<file path="src/rtl/pong_pkg.sv">
// Shared encodings and widths for the pong match controller.
package pong_pkg;

   localparam int unsigned STATE_W     = 3;
   localparam int unsigned SCORE_W     = 4;
   localparam int unsigned TICK_CNT_W  = 16;
   localparam int unsigned SERVE_CNT_W = 8;

   typedef enum logic [STATE_W-1:0] {
      ST_IDLE   = 3'd0,
      ST_SERVE  = 3'd1,
      ST_PLAY   = 3'd2,
      ST_SCORED = 3'd3,
      ST_OVER   = 3'd4
   } state_e;

   typedef enum logic [1:0] {
      WIN_NONE = 2'b00,
      WIN_P1   = 2'b01,
      WIN_P2   = 2'b10
   } winner_e;

endpackage

</file>
<file path="src/rtl/pong_tick_gen.sv">
// Game tick generator: one-cycle pulse every DIV cycles, restartable via clr.
// The pulse is registered and lands in the DIV-th cycle after a clear, so
// anything acting on it takes effect DIV cycles after the clear.
module pong_tick_gen #(
   parameter int unsigned DIV = 16
) (
   input  logic clk,
   input  logic rst,
   input  logic clr,
   output logic tick
);
   import pong_pkg::*;

   logic [TICK_CNT_W-1:0] r_cnt;
   logic                  r_tick;

   // Free-running modulo-DIV counter with a look-ahead registered pulse.
   always_ff @(posedge clk) begin
      if (rst || clr) begin
         r_cnt  <= '0;
         r_tick <= 1'b0;
      end else begin
         r_tick <= (r_cnt == TICK_CNT_W'(DIV - 2));
         if (r_cnt == TICK_CNT_W'(DIV - 1)) begin
            r_cnt <= '0;
         end else begin
            r_cnt <= r_cnt + TICK_CNT_W'(1);
         end
      end
   end

   assign tick = r_tick;

endmodule

</file>
<file path="src/rtl/pong_match_ctrl.sv">
// Pong match controller: sequences serve/play/score/game-over and keeps score.
module pong_match_ctrl
   import pong_pkg::*;
#(
   parameter int unsigned TICK_DIV    = 16,
   parameter int unsigned WIN_SCORE   = 7,
   parameter int unsigned SERVE_TICKS = 4
) (
   input  logic       clk,
   input  logic       rst,
   input  logic       start_btn,
   input  logic       point_1,
   input  logic       point_2,
   output logic       game_start,
   output logic       game_rst,
   output logic       step_en,
   output logic       serve_r,
   output logic [3:0] score_1,
   output logic [3:0] score_2,
   output logic       gameover,
   output logic [1:0] winner,
   output logic [2:0] ctrl_state
);

   state_e                 r_state;
   state_e                 w_next;

   logic                   r_start_q;
   logic                   r_p1_q;
   logic                   r_p2_q;
   logic                   w_start_rise;
   logic                   w_p1_rise;
   logic                   w_p2_rise;

   logic                   w_tick;
   logic                   w_clr;

   logic [SERVE_CNT_W-1:0] r_serve_cnt;
   logic [SERVE_CNT_W-1:0] w_serve_cnt_d;

   logic                   r_game_start, w_game_start_d;
   logic                   r_game_rst,   w_game_rst_d;
   logic                   r_step_en,    w_step_en_d;
   logic                   r_serve_r,    w_serve_r_d;
   logic                   r_gameover,   w_gameover_d;
   logic [SCORE_W-1:0]     r_score_1,    w_score_1_d;
   logic [SCORE_W-1:0]     r_score_2,    w_score_2_d;
   winner_e                r_winner,     w_winner_d;

   // Tick counter restarts on every state change.
   pong_tick_gen #(
      .DIV (TICK_DIV)
   ) u_tick_gen (
      .clk  (clk),
      .rst  (rst),
      .clr  (w_clr),
      .tick (w_tick)
   );

   // Edge-detect history; loads during reset so held inputs give no edge later.
   always_ff @(posedge clk) begin
      r_start_q <= start_btn;
      r_p1_q    <= point_1;
      r_p2_q    <= point_2;
   end

   assign w_start_rise = start_btn & ~r_start_q;
   assign w_p1_rise    = point_1   & ~r_p1_q;
   assign w_p2_rise    = point_2   & ~r_p2_q;

   // State register.
   always_ff @(posedge clk) begin
      if (rst) begin
         r_state <= ST_IDLE;
      end else begin
         r_state <= w_next;
      end
   end

   // Next-state and next-output logic.
   always_comb begin
      w_next         = r_state;
      w_serve_cnt_d  = r_serve_cnt;
      w_game_start_d = 1'b0;
      w_game_rst_d   = 1'b0;
      w_serve_r_d    = r_serve_r;
      w_score_1_d    = r_score_1;
      w_score_2_d    = r_score_2;
      w_winner_d     = r_winner;

      case (r_state)
         ST_IDLE, ST_OVER: begin
            if (w_start_rise) begin
               w_next       = ST_SERVE;
               w_score_1_d  = '0;
               w_score_2_d  = '0;
               w_winner_d   = WIN_NONE;
               w_game_rst_d = 1'b1;
            end
         end
         ST_SERVE: begin
            if (w_tick) begin
               if (r_serve_cnt == SERVE_CNT_W'(SERVE_TICKS - 1)) begin
                  w_next         = ST_PLAY;
                  w_game_start_d = 1'b1;
               end else begin
                  w_serve_cnt_d = r_serve_cnt + SERVE_CNT_W'(1);
               end
            end
         end
         ST_PLAY: begin
            if (w_p1_rise && w_p2_rise) begin
               w_serve_r_d  = ~r_serve_r;
               w_next       = ST_SCORED;
               w_game_rst_d = 1'b1;
            end else if (w_p1_rise) begin
               if (r_score_1 < SCORE_W'(WIN_SCORE)) begin
                  w_score_1_d = r_score_1 + SCORE_W'(1);
               end
               w_serve_r_d  = 1'b0;
               w_next       = ST_SCORED;
               w_game_rst_d = 1'b1;
            end else if (w_p2_rise) begin
               if (r_score_2 < SCORE_W'(WIN_SCORE)) begin
                  w_score_2_d = r_score_2 + SCORE_W'(1);
               end
               w_serve_r_d  = 1'b1;
               w_next       = ST_SCORED;
               w_game_rst_d = 1'b1;
            end
         end
         ST_SCORED: begin
            if (r_score_1 == SCORE_W'(WIN_SCORE)) begin
               w_next     = ST_OVER;
               w_winner_d = WIN_P1;
            end else if (r_score_2 == SCORE_W'(WIN_SCORE)) begin
               w_next     = ST_OVER;
               w_winner_d = WIN_P2;
            end else begin
               w_next = ST_SERVE;
            end
         end
         default: begin
            w_next = ST_IDLE;
         end
      endcase

      w_clr = (w_next != r_state);
      if (w_clr) begin
         w_serve_cnt_d = '0;
      end
      // Suppress the step when PLAY is being left on this tick.
      w_step_en_d  = w_tick && (r_state == ST_PLAY) && (w_next == ST_PLAY);
      w_gameover_d = (w_next == ST_OVER);
   end

   // Registered outputs and serve counter.
   always_ff @(posedge clk) begin
      if (rst) begin
         r_serve_cnt  <= '0;
         r_game_start <= 1'b0;
         r_game_rst   <= 1'b0;
         r_step_en    <= 1'b0;
         r_serve_r    <= 1'b1;
         r_gameover   <= 1'b0;
         r_score_1    <= '0;
         r_score_2    <= '0;
         r_winner     <= WIN_NONE;
      end else begin
         r_serve_cnt  <= w_serve_cnt_d;
         r_game_start <= w_game_start_d;
         r_game_rst   <= w_game_rst_d;
         r_step_en    <= w_step_en_d;
         r_serve_r    <= w_serve_r_d;
         r_gameover   <= w_gameover_d;
         r_score_1    <= w_score_1_d;
         r_score_2    <= w_score_2_d;
         r_winner     <= w_winner_d;
      end
   end

   assign game_start = r_game_start;
   assign game_rst   = r_game_rst;
   assign step_en    = r_step_en;
   assign serve_r    = r_serve_r;
   assign score_1    = r_score_1;
   assign score_2    = r_score_2;
   assign gameover   = r_gameover;
   assign winner     = r_winner;
   assign ctrl_state = r_state;

endmodule
</file>
<file path="config.mk">
export PLATFORM = sky130hd
export DESIGN_NAME = pong_match_ctrl
export DESIGN_NICKNAME = d
export VERILOG_FILES = /design/src/rtl/pong_pkg.sv /design/src/rtl/pong_tick_gen.sv /design/src/rtl/pong_match_ctrl.sv
export SDC_FILE = /design/constraint.sdc
export NUM_CORES = 1
export LEC_CHECK = 0
export BUFFER_PORTS_ARGS = -buffer_cell sky130_fd_sc_hd__clkbuf_2
export CAP_MARGIN = 20
export CORE_ASPECT_RATIO = 0.6
export CORE_MARGIN = 2
export CORE_UTILIZATION = 60
export CTS_BUF_LIST = sky130_fd_sc_hd__clkbuf_2
export CTS_CLUSTER_DIAMETER = 30
export DETAILED_ROUTE_END_ITERATION = 8
export HOLD_SLACK_MARGIN = 0.1
export PLACE_DENSITY = 0.81
export SYNTH_ARGS = -nofsm -noshare
export SYNTH_HDL_FRONTEND = slang
export SYNTH_HIERARCHICAL = 1
export SYNTH_SLANG_ARGS = --single-unit
</file>
<file path="constraint.sdc">
create_clock -name clk -period 2.26 [get_ports clk]
set_clock_uncertainty 0.1 [all_clocks]
set_input_delay 0.452 -clock clk [delete_from_list [all_inputs] [get_ports clk]]
set_output_delay 0.452 -clock clk [all_outputs]
set_load 0.01 [all_outputs]
</file>
== Word level (Yosys, flattened, before mapping) ==
Cells that the tools add are included.
Cells by class
  add/subtract/negate cells: 4
  $mul: 0
  div/mod/pow operators: 0
  magnitude comparators: 2
  equality and inequality tests: 20
  shifts and indexed selects: 0
  mux-type cells: 32
  bitwise logic cells: 10
  reductions and logical operators: 17
Operators with widths (count)
  $eq 16x4->1 const B: 2
  $mux 4: 8
  $mux 3: 8
  $add 16x1->16 const B: 1
  $pmux 4 s2: 2
  $ne 2x2->1 const B: 7
  $pmux 3 s4: 1
  $eq 3x2->1 const B: 3
  $add 4x1->4 const B: 2
  $add 8x1->8 const B: 1
  $eq 4x3->1 const B: 2
  $eq 8x2->1 const B: 1
  $lt 4x3->1 const B: 2
  $mux 1: 8
  $not 1->1: 7
  $eq 3x3->1 const B: 2
  $mux 2: 3
  $reduce_and 3->1: 2
  $reduce_and 6->1: 1
  $reduce_or 2->1: 3
  $reduce_and 5->1: 1
  $pmux 2 s2: 1
  $reduce_bool 2->1: 2
  $and 1x1->1: 3
  10 further kinds: 12
Word-level totals
  register bits: 46
  latch bits: 0
  memory bits (writable): 0
  bits in read-only memories: 0
  logic and storage cells: 100
  memories: 0

== Logic depth before layout (Yosys ltp) ==
Gate-level depths: netlist of the first run.
  word-level depth: 9
  gate-level depth with buffers: 8

== Cells and area by module ==
The synthesis of the first run kept the hierarchy.
Modules (own cells, without submodules)
  pong_match_ctrl: times used 1, cells an instance 135, area an instance 1317.5 um2, sequential area each 580.6 um2
  pong_tick_gen: times used 1, cells an instance 89, area an instance 759.5 um2, sequential area each 340.3 um2

== Worst setup path before layout of the first run ==
OpenSTA, ideal clock, no wires.
  path type: reg-to-reg
  start: register r_serve_cnt[0]
  end: register u_tick_gen.r_cnt[10]
  setup time: 0.117 ns
  arrival time: 1.795 ns
  setup slack: 0.248 ns
  cell stages (with the launch flop): 9
  path buffers: 1
  period minus slack after synthesis: 2.012 ns
  path through: dfxtp_1 ha_1 nor4b_4 a31oi_2 nor3_1 nor2_1 o21ai_1 buf_2 nor2_1
On the way
  longest elaborated chain between the ends: 7
RTL lines
  start, declared: RTL line pong_match_ctrl.sv:38  | logic [SERVE_CNT_W-1:0] r_serve_cnt;
  start signal, assigned: RTL line pong_match_ctrl.sv:170  | r_serve_cnt <= w_serve_cnt_d;
  $eq 8x2->1: RTL line pong_match_ctrl.sv:103  | if (r_serve_cnt == SERVE_CNT_W'(SERVE_TICKS - 1)) begin
  $mux 3: RTL line pong_match_ctrl.sv:103
  $mux 3: RTL line pong_match_ctrl.sv:102  | if (w_tick) begin
  $pmux 3 s4: RTL line pong_match_ctrl.sv:91  | case (r_state)
  $ne 3x3->1: RTL line pong_match_ctrl.sv:148  | w_clr = (w_next != r_state);
  via w_clr: RTL line pong_match_ctrl.sv:36  | logic w_clr;
  $logic_or 1x1->1: RTL line pong_tick_gen.sv:19  | if (rst || clr) begin
  $reduce_or 2->1 (no source line)
  end signal, assigned: RTL line pong_tick_gen.sv:27  | r_cnt <= r_cnt + TICK_CNT_W'(1);
  end, declared: RTL line pong_tick_gen.sv:14  | logic [TICK_CNT_W-1:0] r_cnt;
The timed path passes the listed nets, and every way through them passes these cells.
A chain may end at the register's enable or synchronous reset.

== Worst setup path in the final report of the first run ==
  start: input port start_btn
  end: register u_tick_gen.r_cnt[14]
On the way
  longest elaborated chain between the ends: 6
RTL lines
  start, declared: RTL line pong_match_ctrl.sv:11  | input logic start_btn,
  $and 1x1->1: RTL line pong_match_ctrl.sv:67  | assign w_start_rise = start_btn & ~r_start_q;
  $mux 3: RTL line pong_match_ctrl.sv:93  | if (w_start_rise) begin
  $pmux 3 s4: RTL line pong_match_ctrl.sv:91
  $ne 3x3->1: RTL line pong_match_ctrl.sv:148
  via w_clr: RTL line pong_match_ctrl.sv:36
  $logic_or 1x1->1: RTL line pong_tick_gen.sv:19
  $reduce_or 2->1 (no source line)
The timed path passes the listed nets, and every way through them passes these cells.

==> run metrics, run 1 <==
share of synthesized area occupied by flip-flops and latches=approximately 44%; endpoint type of the worst setup path=flip-flop; CP peak stage delay=roughly 540 ps; buffer and inverter count on the worst path=3; Worst path top cell family by delay=buffers and inverters; row count=16; Clk Latency, worst-skew pair=400 ps; number of global-route vias before repair=between 1000 and 1500; clock tree from TritonCTS=built; global route total overflow=0; # clock sinks=46; most frequent cell on the critical path=nor3_1; routed length per placed instance=about 13 um; die extent in y=around 50 um; Post-Synthesis Mean Instance Area=9.272 sq um; global-route wire length before repair=roughly 6.9 mm; post-CTS setup buffers=0; max-slew violations=0; placeable core area=0.003283 sq mm; nets=265; total of max-cap violations=0; Worst VDD drop=340.0 uV; Mapped Nets=between 200 and 250; layout overhead on the synthesized area=11.51%; worst min-delay path class=input port to flip-flop; die area=roughly 0.0040 sq mm; total of cells resized after clock tree synthesis=0; fin crit period=about 2100 ps; share of layout cells above drive strength 1=approximately 18%; cell-by-cell listing of the critical path=dlygate4sd3_1 -> clkbuf_2 -> nor2b_1 -> nor3_1 -> nor3_1 -> nor2_1 -> o21ai_1 -> buf_4 -> a21oi_1; # setup viols final=0; Crit Path Max Fanout=15; gr usage total=22.80%; antenna violations before repair=0; netlist area before placement=0.002077 sq mm; largest net degree at the start of global routing=16; type of the worst setup path=input port to flip-flop; Root Buffer Master=clkbuf_2; final design instance area without fill=approximately 0.0023 sq mm; number of input and output port buffers inserted=22; Antenna Diode Count=0; CTS H-tree lvls=2; final-layout setup total negative slack=0 ps; Final Hold Viols=0; Data required, critical path=2500 ps; Post-DP Area=between 0.002 and 0.0025 sq mm; RSZ-0062 raised after global routing=false; RePlAce Congestion=a little over 0.8; Distinct cells, synth=between 40 and 50; die width=around 80 um; number of buffers added by the clock tree synthesis step=5; startpoint class of the critical path=input port; max-slew headroom at the worst pin=64.72%; Total Power Consumption=~1.2 mW; detailed-route wire length=around 4 mm; FF+latch count, synth=46; HPWL Detailed=2.977 mm; result of the run=finished clean; portion of the clock cycle consumed by the worst path in the final layout=93.07%; clock slew seen by the registers of the worst setup and hold paths=roughly 210 ps; FMAX=about 480 MHz; total power per unit cell area=approximately 540 mW/mm^2; Post-synth EDFFs=0; critical path arrival=around 2400 ps; total of warnings raised by yosys=6; FILL cells=about 280; flip-flop cell with the highest count after synthesis=dfxtp_1; count of boundary I/O pins=23; Slew @ Worst Pin=525.1 ps; number of routed nets with antenna violations=0; violation count after the first detailed-routing iteration=~100; Cells after Synth=224; count of vias placed by the detailed router=approximately 1700; vias per std cell=roughly 5.6; total DRC errors in the routed layout=0; quantity of hold-fixing buffers added after cts=3; number of optimization iterations in the first detailed-route pass=4; Leak=between 0.8 and 0.9 nW; starting utilization of the core area=a little over three fifths; slowest cell on the critical path=dlygate4sd3_1; async set-reset flop share out of synthesis=0%; maximum count of clock buffers along a single path=2
## sequential cells by signal, indices dropped and copies added (netlist names)
signal	cells
r_p1_q	1
game_rst	1
game_start	1
winner	2
u_tick_gen/tick	1
serve_r	1
gameover	1
r_serve_cnt	8
r_start_q	1
u_tick_gen/r_cnt	16
ctrl_state	3
score_2	4
r_p2_q	1
score_1	4
step_en	1
## synth_stat cells (all sizes together) (3+ instances only)
cell type | count | area, sq um
o21ai | 6 | 30.02
a21oi | 7 | 35.03
or3 | 6 | 38.79
dfxtp | 46 | 920.9
nand3 | 9 | 50.05
nor2 | 36 | 135.1
xor2 | 11 | 96.34
mux2i | 4 | 40.04
nor2b | 3 | 18.77
xnor2 | 8 | 70.07
ha | 5 | 62.56
nand4 | 9 | 56.30
nand2 | 18 | 67.56
buf | 3 | 15.01
and4 | 3 | 26.28
nor3 | 7 | 46.30
nor4 | 5 | 31.28
inv | 6 | 22.52
## final timing paths
path                            cells past startpoint                         from  slack (ps)                               to
worst max-delay path                                9                    start_btn         160  u_tick_gen/r_cnt[14]$_SDFF_PP0_
worst min-delay path                                2                          rst         310           winner[0]$_SDFFE_PP0P_
worst max register to register                      8  r_serve_cnt[0]$_SDFFE_PP0P_         170   u_tick_gen/r_cnt[8]$_SDFF_PP0_
worst min register to register                      2       winner[1]$_SDFFE_PP0P_         390           winner[1]$_SDFFE_PP0P_
## layout by cell type, fill, tap and decap left out, types with 2 or more instances in the layout
cell and instances:
xnor2_1 8, nand2b_1 2, and4_1 3, nor2b_1 3, nor3_1 6, or3_1 5, buf_4 4, clkbuf_2 29
dfxtp_1 46, ha_1 5, mux2i_1 4, and2_1 2, dlygate4sd3_1 3, nor2_1 36, a41o_1 2, a21oi_1 7
or3b_1 2, xor2_1 11, nor4_1 5, nand2_1 18, nand4_1 9, o21ai_0 5, inv_1 6, nand3_1 8
## power breakdown
part / switching (mW) / leakage, nW / internal, mW
registers: 0.0108 / 0.372 / 0.823
clock network: 0.237 / 0.0291 / 0.0806
logic: 0.0555 / 0.476 / 0.0343
total: 0.304 / 0.878 / 0.938
## stage by stage
stage	utilization [%]	std cells	hold slack (ps)	setup slack, ps
after floorplan	-	224	348.4	248.1
after global placement	68.56	290	363.7	273.9
after detailed placement	68.56	290	371.5	209.9
after CTS	70.54	300	287.6	187.8
after global routing	70.54	300	299.6	0.9830
final	70.54	300	309.8	156.7
## kinds of logic after synthesis
| group | synth area share (%) |
|---|---|
| AO/OA/AOI/OAI | 10.06 |
| flip-flops | 44.34 |
| adder cells (fa/ha/maj) | 3.012 |
| buffers and inverters | 2.169 |
| XOR/XNOR | 8.012 |
| AND/OR/NAND/NOR | 30.48 |
| multiplexers | 1.928 |
## layer usage
metal  global-route usage (%)  up-vias  part of all wire (%)
met2                    29.44       42                    39
met5                        0        -                     0
met1                    36.22      754                    55
met3                    6.044        2                   5.6
li1                         -      867                     -
met4                    6.780        0                  0.35
## cell type report
| type | count | area [sq um] | share of cell area (%) |
|---|---|---|---|
| multi-input cells | 167 | 1111 | 47.97 |
| flip-flops and latches | 46 | 920.9 | 39.76 |
| repair buffers | 29 | 170.2 | 7.347 |
| well taps | 45 | 56.30 | 2.431 |
| clock buffers | 7 | 35.03 | 1.513 |
| inverters | 6 | 22.52 | 0.9724 |
(Power assumes the default switching activity.)
==> run 2, diff against run 1 <==
--- a/config.mk
+++ b/config.mk
@@ -9,12 +9,12 @@
 export CAP_MARGIN = 20
 export CORE_ASPECT_RATIO = 0.6
 export CORE_MARGIN = 2
-export CORE_UTILIZATION = 60
-export CTS_BUF_LIST = sky130_fd_sc_hd__clkbuf_2
+export CORE_UTILIZATION = 57
+export CTS_BUF_LIST = sky130_fd_sc_hd__clkbuf_16
 export CTS_CLUSTER_DIAMETER = 30
 export DETAILED_ROUTE_END_ITERATION = 8
 export HOLD_SLACK_MARGIN = 0.1
-export PLACE_DENSITY = 0.81
+export PLACE_DENSITY = 0.78
 export SYNTH_ARGS = -nofsm -noshare
 export SYNTH_HDL_FRONTEND = slang
 export SYNTH_HIERARCHICAL = 1
==> run 2 against run 1 <==
First-iteration DRC count up 36%. Highest routed layer unchanged. Hold slack worse by 130 ps. Sequential share of layout area down 1.5 points. Count of clock-buffer cells in the layout down 2.
==> run metrics, run 2 (synthesized netlist as in run 1, its figures left out) <==
total of max-cap violations=0 (unchanged); startpoint of the worst register-to-register path=r_serve_cnt[0]$_SDFFE_PP0P_; type of the worst setup path=flip-flop to flip-flop; detailed-route wire length=4.291 mm (+6.1%); total DRC errors in the routed layout=0 (unchanged); number of buffers added by the clock tree synthesis step=5 (unchanged); number of optimization iterations in the first detailed-route pass=4 (unchanged); logic depth of the worst register-to-register path=8 (unchanged); # clock sinks=46 (unchanged); die extent in y=50.76 um (+2.4%); placeable core area=0.003363 sq mm (+2.4%); number of routed nets with antenna violations=0 (unchanged); Worst VDD drop=462.6 uV (+36%); critical path arrival=2120 ps (-230 ps); FMAX=490.8 MHz (+3.2%); die area=0.004158 sq mm (+4.9%); count of vias placed by the detailed router=1688 (+1.4%); critical hold path startpoint=start_btn; CTS H-tree lvls=2 (unchanged); worst min-delay path class=input port to flip-flop; startpoint class of the critical path=flip-flop; antenna violations before repair=0 (unchanged); footprint of the flip-flops and latches=920.9 sq um (unchanged); global-route wire length before repair=7.521 mm (+9.1%); Post-DP Area=0.002258 sq mm (+0.33%); footprint of the multi-input gates=0.001116 sq mm (+0.45%); Crit Path Max Fanout=15 (unchanged); commonest cells after routing, fill and taps aside=dfxtp_1, nor2_1, clkbuf_2; number of input and output port buffers inserted=22 (unchanged); max-slew violations=0 (unchanged); global route total overflow=0 (unchanged); fin crit period=2037 ps (-65.81 ps); Hold Path Depth=1 (-1); clock slew seen by the registers of the worst setup and hold paths=60 ps (-150 ps); Top Registers=u_tick_gen/r_cnt x16, r_serve_cnt x8; quantity of hold-fixing buffers added after cts=0 (-3); share of layout cells above drive strength 1=18.90% (+0.86 points); number of global-route vias before repair=1571 (+11%); total power per unit cell area=675.7 mW/mm^2 (+26%); clock tree from TritonCTS=built; endpoint with the worst hold slack=r_start_q$_DFF_P_; row count=16 (unchanged); most common cell after layout, fill and taps aside=dfxtp_1; Clk Latency, worst-skew pair=290 ps (-110 ps); Data required, critical path=2340 ps (-160 ps); largest net degree at the start of global routing=16 (unchanged); Leak=0.9085 nW (+3.5%); layout overhead on the synthesized area=15.78%; result of the run=finished clean; register with the most flip-flops=u_tick_gen/r_cnt; HPWL Detailed=3.141 mm (+5.5%); Final Hold Viols=0 (unchanged); Slew @ Worst Pin=592.1 ps (+66.97 ps); routed length per placed instance=14.35 um (+6.4%); count of boundary I/O pins=23 (unchanged); final design instance area without fill=0.002405 sq mm (+3.8%); starting utilization of the core area=61.76% (-1.5 points); vias per std cell=5.645 (+1.7%); register-to-register setup slack=220 ps (+50 ps); # setup viols final=0 (unchanged); die width=81.93 um (+2.5%); Crit Reg-Reg Endpoint=u_tick_gen/r_cnt[12]$_SDFF_PP0_; portion of the clock cycle consumed by the worst path in the final layout=90.15% (-2.9 points); gr usage total=24.25% (+1.4 points); number of flip-flops in the largest register=16 (unchanged); violation count after the first detailed-routing iteration=140 (+36%); Antenna Diode Count=0 (unchanged); nets=263 (-0.75%); RePlAce Congestion=0.8567 (+4.5%); endpoint type of the worst setup path=flip-flop; FILL cells=287 (+3.6%); Root Buffer Master=clkbuf_16; max-slew headroom at the worst pin=60.22% (-4.5 points); maximum count of clock buffers along a single path=2 (unchanged); RSZ-0062 raised after global routing=false; final-layout setup total negative slack=0 ps (unchanged)
## run 2: cell types whose count changed in the layout (fill, tap and decap cells not counted), sizes merged
cell / previous run / this run
clkinv: 0 / 2
clkinvlp: 0 / 1
buf: 4 / 5
clkbuf: 29 / 27
dlygate4sd3: 3 / 0
## run 2: layer usage
metal | track usage [%] | wire, um | vias to the layer above
met1 | 36.54 | 2352 | 787
met5 | 0 | 0 | -
met4 | 8.611 | 62 | 0
met2 | 32.93 | 1669 | 35
met3 | 6.115 | 206 | 7
li1 | - | - | 859
## run 2: per-stage QoR
| step | instances | hold WS [ps] | setup slack [ps] | power (mW) | util, % |
|---|---|---|---|---|---|
| floorplan | 224 | 348.4 | 248.1 | 0.9060 | - |
| CTS | 299 | 176.4 | 172.0 | 1.634 | 71.35 |
| finish | 299 | 179.6 | 222.5 | 1.625 | 71.50 |
| global route | 299 | 184.8 | 21.78 | 1.681 | 71.50 |
| global placement | 291 | 364.0 | 283.2 | 0.9332 | 67.15 |
| detailed placement | 291 | 381.4 | 184.1 | 0.9349 | 67.15 |
## run 2: layout make-up
| type | instances | area share [%] |
|---|---|---|
| inverters | 6 | 0.9365 |
| well taps | 45 | 2.341 |
| clock buffers | 5 | 5.203 |
| repair buffers | 27 | 6.139 |
| clock inverters | 3 | 0.6764 |
| multi-input cells | 167 | 46.41 |
| flip-flops and latches | 46 | 38.29 |
## run 2: power by group
part	leakage, nW	switching (mW)	internal, mW
registers	0.372	0.0105	0.821
logic	0.469	0.0558	0.0316
clock network	0.0672	0.302	0.404
total	0.909	0.369	1.26
## run 2: what timing repair did
action / 4_1_cts / 5_1_grt
endpoints found under the setup margin: 0 / 11
gates resized for setup: 0 / 1
hold endpoints to repair: 0 / 0
setup buffers: 0 / 0
## run 2: how the worst max path moves through the flow
| stage | from | depth (start not counted) | to |
|---|---|---|---|
| 2_1_floorplan | r_serve_cnt[0]$_SDFFE_PP0P_ | 8 | u_tick_gen/r_cnt[10]$_SDFF_PP0_ |
| 3_3_place_gp | r_serve_cnt[0]$_SDFFE_PP0P_ | 8 | u_tick_gen/r_cnt[8]$_SDFF_PP0_ |
| 3_5_place_dp | r_serve_cnt[0]$_SDFFE_PP0P_ | 8 | u_tick_gen/r_cnt[15]$_SDFF_PP0_ |
| 4_1_cts | r_serve_cnt[0]$_SDFFE_PP0P_ | 8 | u_tick_gen/r_cnt[12]$_SDFF_PP0_ |
| 5_1_grt | r_serve_cnt[0]$_SDFFE_PP0P_ | 8 | u_tick_gen/r_cnt[11]$_SDFF_PP0_ |
| 6_report | r_serve_cnt[0]$_SDFFE_PP0P_ | 8 | u_tick_gen/r_cnt[12]$_SDFF_PP0_ |
## run 2: worst max-delay path, stage by stage (launching register included)
cell,delay (ps)
dfxtp_1,360
ha_1,230
nor4b_4,300
a31oi_2,220
nor3_2,260
nor2_1,90
o21ai_1,80
buf_4,210
nor2_1,70
==> run 3, diff against run 2 <==
--- a/config.mk
+++ b/config.mk
@@ -5,17 +5,19 @@
 export SDC_FILE = /design/constraint.sdc
 export NUM_CORES = 1
 export LEC_CHECK = 0
-export BUFFER_PORTS_ARGS = -buffer_cell sky130_fd_sc_hd__clkbuf_2
 export CAP_MARGIN = 20
 export CORE_ASPECT_RATIO = 0.6
 export CORE_MARGIN = 2
-export CORE_UTILIZATION = 57
+export CORE_UTILIZATION = 60
 export CTS_BUF_LIST = sky130_fd_sc_hd__clkbuf_16
 export CTS_CLUSTER_DIAMETER = 30
 export DETAILED_ROUTE_END_ITERATION = 8
+export DONT_BUFFER_PORTS = 1
 export HOLD_SLACK_MARGIN = 0.1
-export PLACE_DENSITY = 0.78
+export PLACE_DENSITY = 0.76
+export SLEW_MARGIN = 20
 export SYNTH_ARGS = -nofsm -noshare
 export SYNTH_HDL_FRONTEND = slang
 export SYNTH_HIERARCHICAL = 1
 export SYNTH_SLANG_ARGS = --single-unit
+export TNS_END_PERCENT = 100
==> run 3 against run 2 <==
Hold slack worse by 51 ps. Global-route usage up 0.31 points. Critical endpoint is now u_tick_gen/r_cnt[11]$_SDFF_PP0_. Sequential power barely moved.
==> run metrics, run 3 (synthesized netlist as in run 1, its figures left out) <==
result of the run=finished clean; number of global-route vias before repair=1517 (-3.4%); final-layout setup total negative slack=0 ps (unchanged); row count=16 (unchanged); register with the most flip-flops=u_tick_gen/r_cnt; die area=0.003964 sq mm (-4.7%); clock network power share=43.1% (-0.3 points); total power per unit cell area=692.1 mW/mm^2 (+2.4%); die extent in y=49.58 um (-2.3%); number of routed nets with antenna violations=0 (unchanged); endpoint type of the worst setup path=flip-flop; violation count after the first detailed-routing iteration=142 (+1.4%); detailed-route wire length=4.462 mm (+4.0%); Crit Path Max Fanout=15 (unchanged); starting utilization of the core area=63.26% (+1.5 points); Worst VDD drop=461.9 uV (-0.16%); gr usage total=24.56% (+0.31 points); HPWL Detailed=3.106 mm (-1.1%); max-slew headroom at the worst pin=60.39% (+0.17 points); RePlAce Congestion=0.8463 (-1.2%); Clk Latency, worst-skew pair=290 ps (about the same); most common cell after layout, fill and taps aside=dfxtp_1; count of vias placed by the detailed router=1688 (unchanged); RSZ-0062 raised after global routing=false; fin crit period=2063 ps (+25.19 ps); Total Power Consumption=1.606 mW (-1.1%); Top Registers=u_tick_gen/r_cnt x16, r_serve_cnt x8; antenna violations before repair=0 (unchanged); routed length per placed instance=15.94 um (+11%); worst min-delay path class=input port to flip-flop; FMAX=484.8 MHz (-1.2%); switching power as a share of total power=22.09% (-0.59 points); number of input and output port buffers inserted=0 (-100%); critical path arrival=2140 ps (+20 ps); largest net degree at the start of global routing=16 (unchanged); commonest cells after routing, fill and taps aside=dfxtp_1, nor2_1, nand2_1; # setup viols final=0 (unchanged); total DRC errors in the routed layout=0 (unchanged); FILL cells=259 (-9.8%); placeable core area=0.003283 sq mm (-2.4%); number of flip-flops in the largest register=16 (unchanged); relative contribution of combinational cells to total power=5.0% (-0.4 points); nets=244 (-7.2%); # clock sinks=46 (unchanged); share of the core filled with cells in the final layout=70.69% (-0.81 points); global-route wire length before repair=7.383 mm (-1.8%); number of buffers added by the clock tree synthesis step=5 (unchanged); startpoint class of the critical path=flip-flop; type of the worst setup path=flip-flop to flip-flop; Final Hold Viols=0 (unchanged); vias per std cell=6.029 (+6.8%); global route total overflow=0 (unchanged); die width=79.96 um (-2.4%); total of max-cap violations=0 (unchanged); Slew @ Worst Pin=589.6 ps (-2.488 ps); Root Buffer Master=clkbuf_16; layout overhead on the synthesized area=11.75%; max-slew violations=0 (unchanged); portion of the clock cycle consumed by the worst path in the final layout=91.27% (+1.1 points); net switching power=0.3549 mW (-3.7%); clock tree from TritonCTS=built; count of boundary I/O pins=23 (unchanged); design internal power=1.252 mW (-0.38%); share of layout cells above drive strength 1=10.64% (-8.3 points); Leak=0.8286 nW (-8.8%); CTS H-tree lvls=2 (unchanged); Data required, critical path=2340 ps (about the same); share of power burned in registers=51.9% (+0.7 points); number of optimization iterations in the first detailed-route pass=6 (+2); Antenna Diode Count=0 (unchanged); clock slew seen by the registers of the worst setup and hold paths=60 ps (about the same); maximum count of clock buffers along a single path=2 (unchanged)
## run 3: cell types whose count changed in the layout (fill, tap and decap cells not counted), sizes merged
cell         delta
dlygate4sd3     +3
clkbuf         -22
clkinvlp        -1
inv             +1
## run 3: critical path: stages, from the launching register on
cell	delay [ps]
dfxtp_1	360
ha_1	220
nor4b_4	310
a31oi_2	220
nor3_2	280
nor2_1	100
o21ai_1	80
buf_4	210
nor2_1	70
## run 3: path summary, 6_finish.rpt
kind,slack [ps],cells past startpoint,endpoint,start
min,130,1,winner[0]$_SDFFE_PP0P_,rst
max reg2reg,200,8,u_tick_gen/r_cnt[11]$_SDFF_PP0_,r_serve_cnt[0]$_SDFFE_PP0P_
max,200,8,u_tick_gen/r_cnt[11]$_SDFF_PP0_,r_serve_cnt[0]$_SDFFE_PP0P_
min reg2reg,390,1,u_tick_gen/r_cnt[0]$_SDFF_PP0_,u_tick_gen/r_cnt[0]$_SDFF_PP0_
## run 3: power by group through the flow
stage	registers, mW	logic [mW]	clock network (mW)
2_1_floorplan	0.848	0.0576	0
3_3_place_gp	0.851	0.0705	0
3_5_place_dp	0.852	0.0719	0
4_1_cts	0.834	0.0776	0.701
5_1_grt	0.836	0.0878	0.737
6_report	0.834	0.0800	0.692
## run 3: layout make-up
cell class                      count  area (sq um)  area share, %
Clock buffer                        5         125.1          5.391
Clock inverter                      3         12.51         0.5391
Inverter                            6         22.52         0.9703
Multi-Input combinational cell    167          1116          48.09
Sequential cell                    46         920.9          39.68
Tap cell                           45         56.30          2.426
Timing Repair Buffer                8         67.56          2.911
## run 3: timing repair
item,in CTS,in global routing
hold endpoints to repair,3,0
setup endpoints to repair,0,15
hold buffers,3,0
buffers inserted,0,0
gates resized for setup,0,1
## run 3: routing by layer
metal | global-route usage (%) | share of wire [%]
met1 | 35.41 | 47
met2 | 33.19 | 43
met3 | 8.425 | 8.8
met4 | 10.17 | 1.5
met5 | 0 | 0
## run 3: through the flow
| step | setup WS, ps | hold WS (ps) | std cells | area [sq um] |
|---|---|---|---|---|
| final | 197.3 | 128.8 | 280 | 2321 |
| after global routing | 55.73 | 126.4 | 280 | 2321 |
| after CTS | 146.4 | 126.3 | 280 | 2316 |
| after detailed placement | 158.2 | 378.1 | 269 | 2148 |
| after global placement | 279.4 | 363.4 | 269 | 2148 |
| after floorplan | 248.1 | 348.4 | 224 | 2077 |
